### src/rtl/operand_hazard_ctrl_if.sv
// rtl/operand_hazard_ctrl_if.sv - issue-side bundle between decode and the operand hazard controller
interface operand_hazard_ctrl_if #(
    parameter int AW   = 5,
    parameter int CNTW = 16
);
    logic            issue_valid;
    logic [AW-1:0]   src1;
    logic [AW-1:0]   src2;
    logic            src2_used;
    logic [AW-1:0]   dst;
    logic            dst_valid;
    logic            is_load;
    logic            flush;
    logic            issue_ready;
    logic [1:0]      fwd_a;
    logic [1:0]      fwd_b;
    logic [1:0]      spec_sel;
    logic            rf_rd_a;
    logic            rf_rd_b;
    logic [CNTW-1:0] stall_count;

    modport master (
        output issue_valid, src1, src2, src2_used, dst, dst_valid, is_load, flush,
        input  issue_ready, fwd_a, fwd_b, spec_sel, rf_rd_a, rf_rd_b, stall_count
    );

    modport slave (
        input  issue_valid, src1, src2, src2_used, dst, dst_valid, is_load, flush,
        output issue_ready, fwd_a, fwd_b, spec_sel, rf_rd_a, rf_rd_b, stall_count
    );
endinterface

### src/rtl/operand_hazard_ctrl.sv
// rtl/operand_hazard_ctrl.sv - operand source selection, forwarding and load-use interlock for decode/issue
module operand_hazard_ctrl #(
    parameter int AW   = 5,
    parameter int CNTW = 16
) (
    input  logic                 clk,
    input  logic                 rst_n,
    operand_hazard_ctrl_if.slave bus
);
    localparam logic [1:0] FWD_RF   = 2'd0;
    localparam logic [1:0] FWD_EX   = 2'd1;
    localparam logic [1:0] FWD_MEM  = 2'd2;
    localparam logic [1:0] FWD_SPEC = 2'd3;

    logic            ex_v;
    logic [AW-1:0]   ex_dst;
    logic            ex_ld;
    logic            mem_v;
    logic [AW-1:0]   mem_dst;
    logic [CNTW-1:0] stall_cnt;

    logic ex_hit_a, mem_hit_a, ex_hit_b, mem_hit_b;
    logic b_reg, hazard, stall, accept;

    // Special codes (MSB set) are never RF registers, so they never match a slot.
    assign ex_hit_a  = ex_v  && !bus.src1[AW-1] && (ex_dst  == bus.src1);
    assign mem_hit_a = mem_v && !bus.src1[AW-1] && (mem_dst == bus.src1);
    assign b_reg     = bus.src2_used && !bus.src2[AW-1];
    assign ex_hit_b  = b_reg && ex_v  && (ex_dst  == bus.src2);
    assign mem_hit_b = b_reg && mem_v && (mem_dst == bus.src2);

    assign hazard = bus.issue_valid && ex_ld && (ex_hit_a || ex_hit_b);
    assign stall  = hazard && !bus.flush;
    assign accept = bus.issue_valid && !stall && !bus.flush;

    always_comb begin
        bus.issue_ready = !stall;
        bus.fwd_a       = FWD_RF;
        bus.fwd_b       = FWD_RF;
        bus.spec_sel    = 2'd0;
        bus.rf_rd_a     = 1'b0;
        bus.rf_rd_b     = 1'b0;
        if (bus.issue_valid && !stall) begin
            if (bus.src1[AW-1]) begin
                bus.fwd_a = FWD_SPEC;
                if (bus.src1 == AW'(17))      bus.spec_sel = 2'd1;
                else if (bus.src1 == AW'(21)) bus.spec_sel = 2'd2;
                else if (bus.src1 == AW'(20)) bus.spec_sel = 2'd3;
                else                          bus.spec_sel = 2'd0;
            end else if (ex_hit_a) begin
                bus.fwd_a = FWD_EX;
            end else if (mem_hit_a) begin
                bus.fwd_a = FWD_MEM;
            end else begin
                bus.rf_rd_a = 1'b1;
            end

            if (ex_hit_b)       bus.fwd_b = FWD_EX;
            else if (mem_hit_b) bus.fwd_b = FWD_MEM;
            else                bus.rf_rd_b = b_reg;
        end
    end

    always_ff @(posedge clk) begin
        if (!rst_n) begin
            ex_v      <= 1'b0;
            ex_dst    <= '0;
            ex_ld     <= 1'b0;
            mem_v     <= 1'b0;
            mem_dst   <= '0;
            stall_cnt <= '0;
        end else begin
            if (bus.flush) begin
                ex_v  <= 1'b0;
                ex_ld <= 1'b0;
                mem_v <= 1'b0;
            end else begin
                mem_v   <= ex_v;
                mem_dst <= ex_dst;
                // Untracked or non-accepted cycles enter EX as a bubble.
                ex_v    <= accept && bus.dst_valid && !bus.dst[AW-1];
                ex_dst  <= bus.dst;
                ex_ld   <= accept && bus.is_load;
            end
            if (stall && (stall_cnt != {CNTW{1'b1}}))
                stall_cnt <= stall_cnt + 1'b1;
        end
    end

    assign bus.stall_count = stall_cnt;
endmodule

### src/flat_wrapper.sv
// flat-port wrapper written by rule: the top's interface ports become plain ports
module operand_hazard_ctrl_flat 
#(
    parameter int AW   = 5,
    parameter int CNTW = 16
)
  (clk, rst_n, bus_issue_valid, bus_src1, bus_src2, bus_src2_used, bus_dst, bus_dst_valid, bus_is_load, bus_flush, bus_issue_ready, bus_fwd_a, bus_fwd_b, bus_spec_sel, bus_rf_rd_a, bus_rf_rd_b, bus_stall_count);
  operand_hazard_ctrl_if #(.AW(AW), .CNTW(CNTW)) bus_i ();
  input  logic clk;
  input  logic rst_n;
  input wire logic [$bits(bus_i.issue_valid)-1:0] bus_issue_valid;
  input wire logic [$bits(bus_i.src1)-1:0] bus_src1;
  input wire logic [$bits(bus_i.src2)-1:0] bus_src2;
  input wire logic [$bits(bus_i.src2_used)-1:0] bus_src2_used;
  input wire logic [$bits(bus_i.dst)-1:0] bus_dst;
  input wire logic [$bits(bus_i.dst_valid)-1:0] bus_dst_valid;
  input wire logic [$bits(bus_i.is_load)-1:0] bus_is_load;
  input wire logic [$bits(bus_i.flush)-1:0] bus_flush;
  output wire logic [$bits(bus_i.issue_ready)-1:0] bus_issue_ready;
  output wire logic [$bits(bus_i.fwd_a)-1:0] bus_fwd_a;
  output wire logic [$bits(bus_i.fwd_b)-1:0] bus_fwd_b;
  output wire logic [$bits(bus_i.spec_sel)-1:0] bus_spec_sel;
  output wire logic [$bits(bus_i.rf_rd_a)-1:0] bus_rf_rd_a;
  output wire logic [$bits(bus_i.rf_rd_b)-1:0] bus_rf_rd_b;
  output wire logic [$bits(bus_i.stall_count)-1:0] bus_stall_count;
  assign bus_i.issue_valid = bus_issue_valid;
  assign bus_i.src1 = bus_src1;
  assign bus_i.src2 = bus_src2;
  assign bus_i.src2_used = bus_src2_used;
  assign bus_i.dst = bus_dst;
  assign bus_i.dst_valid = bus_dst_valid;
  assign bus_i.is_load = bus_is_load;
  assign bus_i.flush = bus_flush;
  assign bus_issue_ready = bus_i.issue_ready;
  assign bus_fwd_a = bus_i.fwd_a;
  assign bus_fwd_b = bus_i.fwd_b;
  assign bus_spec_sel = bus_i.spec_sel;
  assign bus_rf_rd_a = bus_i.rf_rd_a;
  assign bus_rf_rd_b = bus_i.rf_rd_b;
  assign bus_stall_count = bus_i.stall_count;
  operand_hazard_ctrl #(.AW(AW), .CNTW(CNTW)) u_core (.clk(clk), .rst_n(rst_n), .bus(bus_i));
endmodule
### config.mk
export PLATFORM = sky130hd
export DESIGN_NAME = operand_hazard_ctrl_flat
export DESIGN_NICKNAME = d
export VERILOG_FILES = /design/src/rtl/operand_hazard_ctrl_if.sv /design/src/rtl/operand_hazard_ctrl.sv /design/src/flat_wrapper.sv
export SDC_FILE = /design/constraint.sdc
export NUM_CORES = 1
export LEC_CHECK = 0
export BUFFER_PORTS_ARGS = -buffer_cell sky130_fd_sc_hd__buf_4
export CAP_MARGIN = 40
export CORE_ASPECT_RATIO = 1.75
export CORE_MARGIN = 4
export CORE_UTILIZATION = 53
export CTS_BUF_LIST = sky130_fd_sc_hd__clkbuf_2 sky130_fd_sc_hd__clkbuf_4 sky130_fd_sc_hd__clkbuf_8
export CTS_CLUSTER_SIZE = 20
export DETAILED_ROUTE_END_ITERATION = 16
export PLACE_DENSITY = 0.93
export SYNTH_ARGS = -nofsm -noshare
export SYNTH_HDL_FRONTEND = slang
export SYNTH_SLANG_ARGS = --single-unit
### constraint.sdc
create_clock -name clk -period 2.9 [get_ports clk]
set_clock_uncertainty 0.1 [all_clocks]
set_input_delay 0.435 -clock clk [delete_from_list [all_inputs] [get_ports clk]]
set_output_delay 0.435 -clock clk [all_outputs]
set_load 0.01 [all_outputs]
==> impl_metrics.csv, run 1 <==
group,metric,value,unit
clock_tree,cts_tree,"yes",
route,drc,0,
route,final_antenna_net_count,0,
clock_tree,post_cts_buffers,0,
clock_tree,hold_buffers,0,
route,first_iter_violations,54,
synthesis,ys_warn_count,0,
placed_design,io_buffers,46,
critical_path,critPathCaptureType,"output pin",
clock_tree,numClockSinks,29,
route,wl_per_cell,16.0,microns
synthesis,synth_flop_cell,"dfxtp_1",
synthesis,synth_edf_count,0,
route,m1WireLength,1.46,mm
floorplan,initial_core_util,55.8,%
floorplan,die_w,50.0,microns
synthesis,netlist_top_cells_area,"dfxtp_1, mux2i_1, xnor2_1",
route,top_layer,"met4",
clock_tree,clk_pin_slew,0.06,ns
critical_path,crit_chain,"xor2_1 -> or4_4 -> o32a_4 -> nand2_2 -> nor4_1 -> buf_4",
critical_path,crit_family,"simple AND/OR/NAND/NOR gates",
critical_path,max_stage_delay,0.49,ns
sta,period_share,93.5,%
critical_path,path_class,"flip-flop to output pin",
route,viasPerCell,6.10,
power,peakVddDrop,0.547,mV
clock_tree,ctsHtreeMaxLevel,2,
floorplan,die_h,81.5,microns
critical_path,rr_startpoint,"u_core.ex_dst[1]",
critical_path,r2r_cells,5,
worst_hold_path,hp-start,"bus_dst[4]",
synthesis,synth.avg_cell_area,8.60,sq um
floorplan,fp-row-count,26,
power,leakage,0.799,nW
global_route,grt_pass1_vias,1690,
critical_path,worst-path-stages,6,
critical_path,ff2ff_setup_slack,0.59,ns
critical_path,critPathRequiredTime,2.37,ns
critical_path,cp.arrival,2.18,ns
synthesis,yosys.cell_count.top_type,"dfxtp_1",
placed_design,routabilityCongestion,0.961,
global_route,grt_pass1_wl,7.16,mm
critical_path,cp_max_fo,27,
global_route,grt_start_max_net_pins,28,
critical_path,crit_buf_inv,1,
sta,fmax,369,MHz
route,route.met3.wl,232,microns
synthesis,synth.top_cell.area_share,35.5,%
power,p_per_area,423,mW/mm^2
route,first_pass_iters,4,
global_route,antenna_found_initial,0,
synthesis,yosys-top-cells-count,"dfxtp_1, nor2_1, mux2i_1, nand2_1, xnor2_1",
synthesis,ys_seq_area_share,35.5,%
sta,rsz0062_at_grt,"false",
clock_tree,clock_latency,0.29,ns
clock_tree,root_buffer,"clkbuf_8",
power,power.total,0.884,mW
synthesis,synth.distinct_cells,35,
sta,hold_viol_final,0,
sta,slew-limit-headroom,48.6,%
clock_tree,cts_buffer_depth,2,
cells_and_area,antennaDiodeCount,0,
clock_tree,cts_made_buffers,5,
outcome,status,"finished, final reports clean",
sta,fin_setup_tns,0,ns
synthesis,yosys.area.top_type,"dfxtp_1",
sta,tightest_slew,0.765,ns
worst_hold_path,hp-class,"input pin to flip-flop",
critical_path,critPathLaunchType,"flip-flop",
global_route,grt.total_usage,23.2,%
placed_design,dp_hpwl,3.27,mm
floorplan,coreArea,0.00293,sq mm
floorplan,ios,47,
critical_path,crit_end,"bus_rf_rd_a",
critical_path,cp-startpoint,"u_core.ex_dst[1]",
clock_tree,cts_resized,0,
cells_and_area,drive_above_1_share,25.9,%
floorplan,dieArea,0.00407,sq mm
synthesis,async_flop_share,0,%
route,route.met2.wl,2.34,mm
route,vias,1629,
sta,finalSetupViolations,0,
sta,fin_crit,2.71,ns
critical_path,timing.rr.end,"u_core.bus.stall_count[15]",
synthesis,synth_seq_cells,29,
sta,drv_slew,0,
cells_and_area,nNetsFinal,261,
global_route,overflow,0,
critical_path,critPathSlowestCell,"or4_4",
synthesis,syn_inst,190,
job,max_cap_violations,0,
synthesis,syn-num-nets,213,
cells_and_area,area_growth,28.0,%
route,routed_wl,4.26,mm
synthesis,netlist_area,0.00163,sq mm
[cell type report]
class / count / area, sq um
Inverter: 6 / 22.5
Timing Repair Buffer: 46 / 345
Sequential cell: 29 / 581
Tap cell: 28 / 35.0
Clock inverter: 1 / 5.00
Multi-Input combinational cell: 150 / 1010
Clock buffer: 7 / 96.3
Fill cell: 230 / 836
[report_power, final]
group	total, mW	switching [mW]	leakage, nW	internal (mW)
clock	0.373	0.159	0.0542	0.214
sequential	0.415	0.00903	0.235	0.406
combinational	0.0965	0.0467	0.510	0.0498
[layout by cell type (no fill, tap or decap), types with 5 or more instances in the layout]
master	netlist	layout
nor4_1	6	6
nand3_1	9	9
nor2_1	20	20
nand4_1	7	7
or3_1	8	8
a21oi_1	9	9
nand2_1	15	14
dfxtp_1	29	29
o21ai_0	9	9
clkbuf_8	0	7
mux2i_1	16	16
nand2b_1	9	9
xnor2_1	14	14
buf_4	0	46
inv_1	5	5
[through the flow]
stage,area (sq um),util (%),hold slack [ns],setup slack (ns),cells
6_report,2090,71.5,0.221,0.189,267
3_3_place_gp,1990,67.9,0.364,0.271,259
5_1_grt,2090,71.5,0.217,0.0937,267
3_5_place_dp,1990,67.9,0.365,0.239,259
2_1_floorplan,1630,-,0.327,0.567,190
4_1_cts,2090,71.4,0.211,0.104,267
[logic make-up after synthesis]
group / synth area share [%]
compound gates: 9.26
xor+xnor: 9.11
fa+ha+maj: 0.766
buf+inv: 2.99
flops: 35.5
mux: 9.80
simple gates: 32.5
[flip-flops by register name, summed over array words and instances (netlist names)]
name                    count
u_core.ex_dst               5
u_core.bus.stall_count     16
u_core.mem_dst              5
u_core.mem_v                1
u_core.ex_v                 1
u_core.ex_ld                1
[how the worst min path moves through the flow]
stage	end	slack, ns	depth (start not counted)
finish	u_core.ex_v	0.22	2
global route	u_core.ex_v	0.22	2
CTS	u_core.ex_v	0.21	2
detailed placement	u_core.mem_v	0.36	2
global placement	u_core.mem_v	0.36	2
floorplan	u_core.mem_v	0.33	2
[layer usage]
metal  vias up  GRT usage (%)
met5         -              0
met4         0           18.8
met3        21           5.08
met2        69           43.0
met1       757           21.4
li1        782              -
Note: power is estimated with default switching activity, not from simulation.
==> run 2, diff against run 1 <==
- CORE_ASPECT_RATIO: 1.75 -> 0.8
- clock period: 2.9 -> 2.55 ns (I/O delays scaled with it)
==> run 2 against run 1 <==
Utilization up 4.1 points. Via count down 1.8%. Sequential power up 14%. Non-clock buffer count up 4. Hold slack worse by 0.059 ns. Die area down 0.73%. Global-route usage down 2.1 points. Setup slack worse by 0.13 ns. Total power up 23%. Clock-buffer cell count unchanged. First-iteration DRC count up 67%. Critical path type unchanged.
==> impl_metrics.csv, run 2 (synthesized netlist as in run 1, its figures left out) <==
group,metric,value,unit
route,first_pass_iters,5,
sta,tightest_slew,0.499,ns
placed_design,placed_cells,272,
clock_tree,ctsHtreeMaxLevel,2,
clock_tree,cts_tree,"yes",
cells_and_area,nNetsFinal,265,
cells_and_area,mostFrequentLayoutCell,"buf_4",
global_route,grt_pass1_wl,6.64,mm
sta,layout_setup_ws,0.0601,ns
critical_path,cp-startpoint,"u_core.ex_dst[1]",
critical_path,cp.arrival,2.01,ns
route,final_antenna_net_count,0,
power,leakage,0.826,nW
clock_tree,numClockSinks,29,
global_route,antenna_found_initial,0,
critical_path,crit_end,"bus_rf_rd_b",
critical_path,path_class,"flip-flop to output pin",
clock_tree,clock_latency,0.29,ns
cells_and_area,antennaDiodeCount,0,
floorplan,initial_core_util,57.3,%
cells_and_area,post-route-util,75.6,%
route,vias,1600,
power,power.total,1.09,mW
floorplan,die_w,70.1,microns
floorplan,dieArea,0.00404,sq mm
job,max_cap_violations,0,
cells_and_area,layout_common_cells,"buf_4, dfxtp_1, nor2_1",
global_route,overflow,0,
sta,fmax,402,MHz
cells_and_area,num-fill-cells,211,
critical_path,ff2ff_setup_slack,0.22,ns
power,p_per_area,504,mW/mm^2
placed_design,io_buffers,46,
placed_design,routabilityCongestion,0.869,
cells_and_area,multiInputGateArea,0.00101,sq mm
critical_path,r2r_cells,6,
cells_and_area,drive_above_1_share,27.6,%
placed_design,dp_hpwl,3.07,mm
sta,finalSetupViolations,0,
route,wl_per_cell,14.7,microns
cells_and_area,layout.area.seq,582,sq um
route,viasPerCell,5.69,
floorplan,die_h,57.7,microns
cells_and_area,area_growth,31.9,%
sta,rsz0062_at_grt,"true",
sta,period_share,97.6,%
clock_tree,cts_made_buffers,5,
route,first_iter_violations,90,
cells_and_area,largest_reg_flops,16,
critical_path,critPathRequiredTime,2.07,ns
critical_path,timing.rr.end,"u_core.bus.stall_count[15]",
critical_path,cp_max_fo,4,
critical_path,critPathLaunchType,"flip-flop",
sta,whs,0.162,ns
sta,slew-limit-headroom,66.5,%
cells_and_area,final_cells,281,
outcome,status,"finished, final reports clean",
critical_path,critPathCaptureType,"output pin",
clock_tree,root_buffer,"clkbuf_8",
sta,fin_setup_tns,0,ns
sta,hold_viol_final,0,
clock_tree,clk_pin_slew,0.06,ns
critical_path,rr_startpoint,"u_core.ex_dst[1]",
route,routed_wl,4.14,mm
worst_hold_path,hp-class,"input pin to flip-flop",
global_route,grt_start_max_net_pins,19,
floorplan,fp-row-count,17,
sta,fin_crit,2.49,ns
placed_design,dp_slack,0.119,ns
route,drc,0,
sta,drv_slew,0,
clock_tree,cts_buffer_depth,2,
global_route,grt.total_usage,21.2,%
floorplan,coreArea,0.00285,sq mm
placed_design,postPlaceCellArea,0.00202,sq mm
floorplan,ios,47,
worst_hold_path,hold_depth,2,
power,peakVddDrop,0.437,mV
global_route,grt_pass1_vias,1454,
cells_and_area,fin_area,0.00215,sq mm
==> run 2: metal layers <==
metal	global-route usage, %	wire (microns)
met5	0	0
met3	7.63	284
met1	26.2	1810
met2	34.5	2010
met4	7.10	38
==> run 2: worst min path at each step <==
stage / slack (ns) / start / to
5_1_grt: 0.15 / bus_dst[4] / u_core.ex_v
2_1_floorplan: 0.33 / u_core.ex_v / u_core.mem_v
6_report: 0.16 / bus_dst[4] / u_core.ex_v
4_1_cts: 0.16 / bus_dst[4] / u_core.ex_v
3_5_place_dp: 0.37 / u_core.ex_v / u_core.mem_v
3_3_place_gp: 0.35 / u_core.ex_v / u_core.mem_v
==> run 2: repair_timing <==
item                       CTS  global route
buffers inserted             1             0
hold buffers                 0             0
pin swaps                    2             2
gates resized for setup      2             0
setup endpoints to repair    6             5
==> run 2: cell type report <==
type / instances / area share, %
clock buffers: 7 / 4.18
clock inverters: 1 / 1.39
repair buffers: 50 / 17.4
well taps: 38 / 2.21
inverters: 6 / 1.05
multi-input cells: 150 / 46.7
flip-flops and latches: 29 / 27.0
==> run 2: power by group <==
| part | switching [mW] | internal, mW | leakage [nW] | total (mW) |
|---|---|---|---|---|
| Clock | 0.176 | 0.329 | 0.0619 | 0.504 |
| Sequential | 0.0100 | 0.462 | 0.235 | 0.472 |
| Combinational | 0.0524 | 0.0576 | 0.529 | 0.110 |
| Total | 0.238 | 0.848 | 0.826 | 1.09 |
==> run 2: critical path, stage by stage (launching register included) <==
cell      delay, ns
dfxtp_2        0.35
xor2_1         0.16
or4_4          0.49
o32a_4         0.34
nand3b_1       0.14
nor3_1         0.08
buf_4          0.16
==> run 3, diff against run 2 <==
- ABC_AREA: unset -> 1
- CORE_UTILIZATION: 53 -> 54
- CTS_CLUSTER_DIAMETER: unset -> 60
- PLACE_DENSITY: 0.93 -> 0.94
==> run 3 against run 2 <==
Critical path depth grew 4. Routed wire length increased by 7.6%. Register-to-register slack improved by 0.46 ns. Sequential power about the same. Clock-buffer cell count up 1. Non-clock buffer count shrank 3. Critical path type unchanged. Critical endpoint is now bus_fwd_a[0]. Largest power group is now sequential cells.
==> impl_metrics.csv, run 3 <==
group,metric,value,unit
route,first_iter_violations,126,
clock_tree,root_buffer,"clkbuf_8",
critical_path,critPathCaptureType,"output pin",
sta,fmax,433,MHz
sta,fin_crit,2.31,ns
critical_path,path_class,"flip-flop to output pin",
cells_and_area,mostFrequentLayoutCell,"nand2_1",
synthesis,synth_seq_cells,29,
floorplan,die_h,59.0,microns
route,final_antenna_net_count,0,
floorplan,fp-row-count,18,
synthesis,yosys.area.top_type,"dfxtp_1",
critical_path,r2r_cells,8,
outcome,status,"finished, final reports clean",
route,routed_wl,4.46,mm
worst_hold_path,hold_depth,3,
synthesis,netlist_top_cells_area,"dfxtp_1, nand2_1, inv_1",
placed_design,io_buffers,46,
worst_hold_path,hp-start,"bus_dst[4]",
placed_design,postPlaceCellArea,0.00212,sq mm
critical_path,crit_chain,"inv_1 -> nand2_1 -> nand2_1 -> nor2_1 -> nand3_2 -> nand2_4 -> nand2_1 -> nand2_2 -> a21oi_1 -> buf_4",
synthesis,synth_edf_count,0,
placed_design,routabilityCongestion,1.04,
clock_tree,cts_tree,"yes",
synthesis,netlist_area,0.00175,sq mm
synthesis,ys_warn_count,0,
synthesis,yosys.cell_count.top_type,"nand2_1",
power,p_per_area,444,mW/mm^2
global_route,grt_pass1_wl,7.18,mm
critical_path,cp_max_fo,10,
route,vias,1883,
job,max_cap_violations,0,
placed_design,placed_cells,357,
cells_and_area,layout_common_cells,"nand2_1, buf_4, inv_1",
sta,finalSetupViolations,0,
global_route,grt_pass1_vias,1731,
clock_tree,clk_pin_slew,0.06,ns
critical_path,timing.rr.end,"u_core.bus.stall_count[14]",
floorplan,die_w,71.7,microns
clock_tree,numClockSinks,29,
cells_and_area,fin_area,0.00222,sq mm
critical_path,rr_startpoint,"u_core.bus.stall_count[1]",
synthesis,synth_flop_cell,"dfxtp_1",
sta,slew-limit-headroom,79.5,%
clock_tree,cts_buffer_depth,2,
power,leakage,1.03,nW
critical_path,cpMostUsedCell,"nand2_1",
worst_hold_path,whs_endpoint,"u_core.ex_dst[4]",
cells_and_area,nNetsFinal,347,
cells_and_area,antennaDiodeCount,0,
global_route,grt.total_usage,21.5,%
floorplan,dieArea,0.00423,sq mm
clock_tree,cts_made_buffers,5,
sta,drv_slew,0,
global_route,grt_start_max_net_pins,29,
synthesis,synth.avg_cell_area,6.33,sq um
floorplan,coreArea,0.00311,sq mm
synthesis,yosys-top-cells-count,"nand2_1, inv_1, nor2_1, dfxtp_1, o21ai_0",
synthesis,synth.distinct_cells,28,
synthesis,syn_inst,277,
critical_path,cp.arrival,1.83,ns
critical_path,max_stage_delay,0.39,ns
cells_and_area,area_growth,26.5,%
synthesis,ys_seq_area_share,33.1,%
floorplan,initial_core_util,56.4,%
global_route,antenna_found_initial,0,
route,first_pass_iters,5,
clock_tree,clock_latency,0.28,ns
critical_path,critPathRequiredTime,2.07,ns
critical_path,critPathLaunchType,"flip-flop",
route,viasPerCell,5.16,
critical_path,critPathSlowestCell,"dfxtp_1",
cells_and_area,drive_above_1_share,22.5,%
cells_and_area,final_cells,365,
synthesis,async_flop_share,0,%
sta,hold_viol_final,0,
synthesis,synth.top_cell.area_share,33.1,%
global_route,overflow,0,
route,wl_per_cell,12.2,microns
synthesis,syn-num-nets,300,
sta,rsz0062_at_grt,"false",
power,peakVddDrop,0.414,mV
sta,tightest_slew,0.306,ns
floorplan,ios,47,
sta,period_share,90.6,%
sta,fin_setup_tns,0,ns
critical_path,ff2ff_setup_slack,0.68,ns
placed_design,dp_hpwl,3.33,mm
worst_hold_path,hp-class,"input pin to flip-flop",
cells_and_area,largest_reg_flops,16,
route,drc,0,
clock_tree,ctsHtreeMaxLevel,2,
clock_tree,hold_buffers,0,
run 3: changes by cell type in the layout (fill, tap and decap cells not counted), sizes merged, moves of 5 or more:
cell and delta:
or3 -8, mux2i -16, nor4 -6, nor4b -5
nand2b -9, xnor2 -11, inv +44, o21bai +6
nor2 +25, o21ai +10, nand2 +56
run 3: power breakdown:
| group | internal, mW | leakage, nW | switching [mW] | total (mW) |
|---|---|---|---|---|
| logic | 0.0528 | 0.744 | 0.0685 | 0.121 |
| registers | 0.465 | 0.236 | 0.00986 | 0.475 |
| clock network | 0.225 | 0.0498 | 0.163 | 0.388 |
| total | 0.743 | 1.03 | 0.241 | 0.984 |
run 3: metal layers:
layer	track usage [%]	up-vias	part of all wire, %
met5	0	-	0
met4	7.77	0	1.8
met3	5.42	11	6.6
met2	37.0	60	48
met1	26.2	846	44
li1	-	966	-
run 3: critical path, delay by kind of cell (launching register included):
family                 cells  cell delay, ns
AOI/OAI and AO/OA          1            0.08
DFF                        1            0.39
and+or+nand+nor            7            0.85
buffers and inverters      2            0.24
run 3: through the flow:
stage	utilization, %	power [mW]	hold slack [ns]	worst slack (ns)
after CTS	71.1	0.989	0.236	0.118
after global routing	71.4	1.02	0.246	0.0599
after floorplan	-	0.550	0.331	0.497
after global placement	68.2	0.598	0.363	0.401
final	71.4	0.984	0.242	0.239
after detailed placement	68.2	0.601	0.368	0.274
run 3: layout make-up:
type                            count  area (sq um)
Inverter                           49           184
Multi-Input combinational cell    192           960
Fill cell                         279           890
Sequential cell                    29           581
Timing Repair Buffer               47           353
Tap cell                           40          50.0
Clock buffer                        8          91.3
run 3: cell families after synthesis:
| family | after synthesis | share of synthesized area [%] |
|---|---|---|
| AND/OR/NAND/NOR | 146 | 37.3 |
| AO/OA/AOI/OAI | 42 | 14.7 |
| buffers and inverters | 56 | 12.7 |
| flip-flops | 29 | 33.1 |
| XOR/XNOR | 3 | 1.50 |
| adder cells (fa/ha/maj) | 1 | 0.713 |
run 3: worst max-delay path by stage:
stage | end | depth (start not counted) | start
2_1_floorplan | bus_spec_sel[0] | 7 | bus_flush
5_1_grt | bus_rf_rd_a | 10 | u_core.ex_dst[2]
4_1_cts | bus_spec_sel[0] | 10 | u_core.ex_dst[1]
6_report | bus_fwd_a[0] | 10 | u_core.ex_dst[2]
3_5_place_dp | bus_spec_sel[0] | 11 | bus_src1[3]
3_3_place_gp | bus_rf_rd_a | 10 | bus_src2[4]
run 3: repair_timing:
action | CTS | global route
endpoints found under the setup margin | 0 | 8
resized for setup | 0 | 2
buffers inserted | 0 | 0
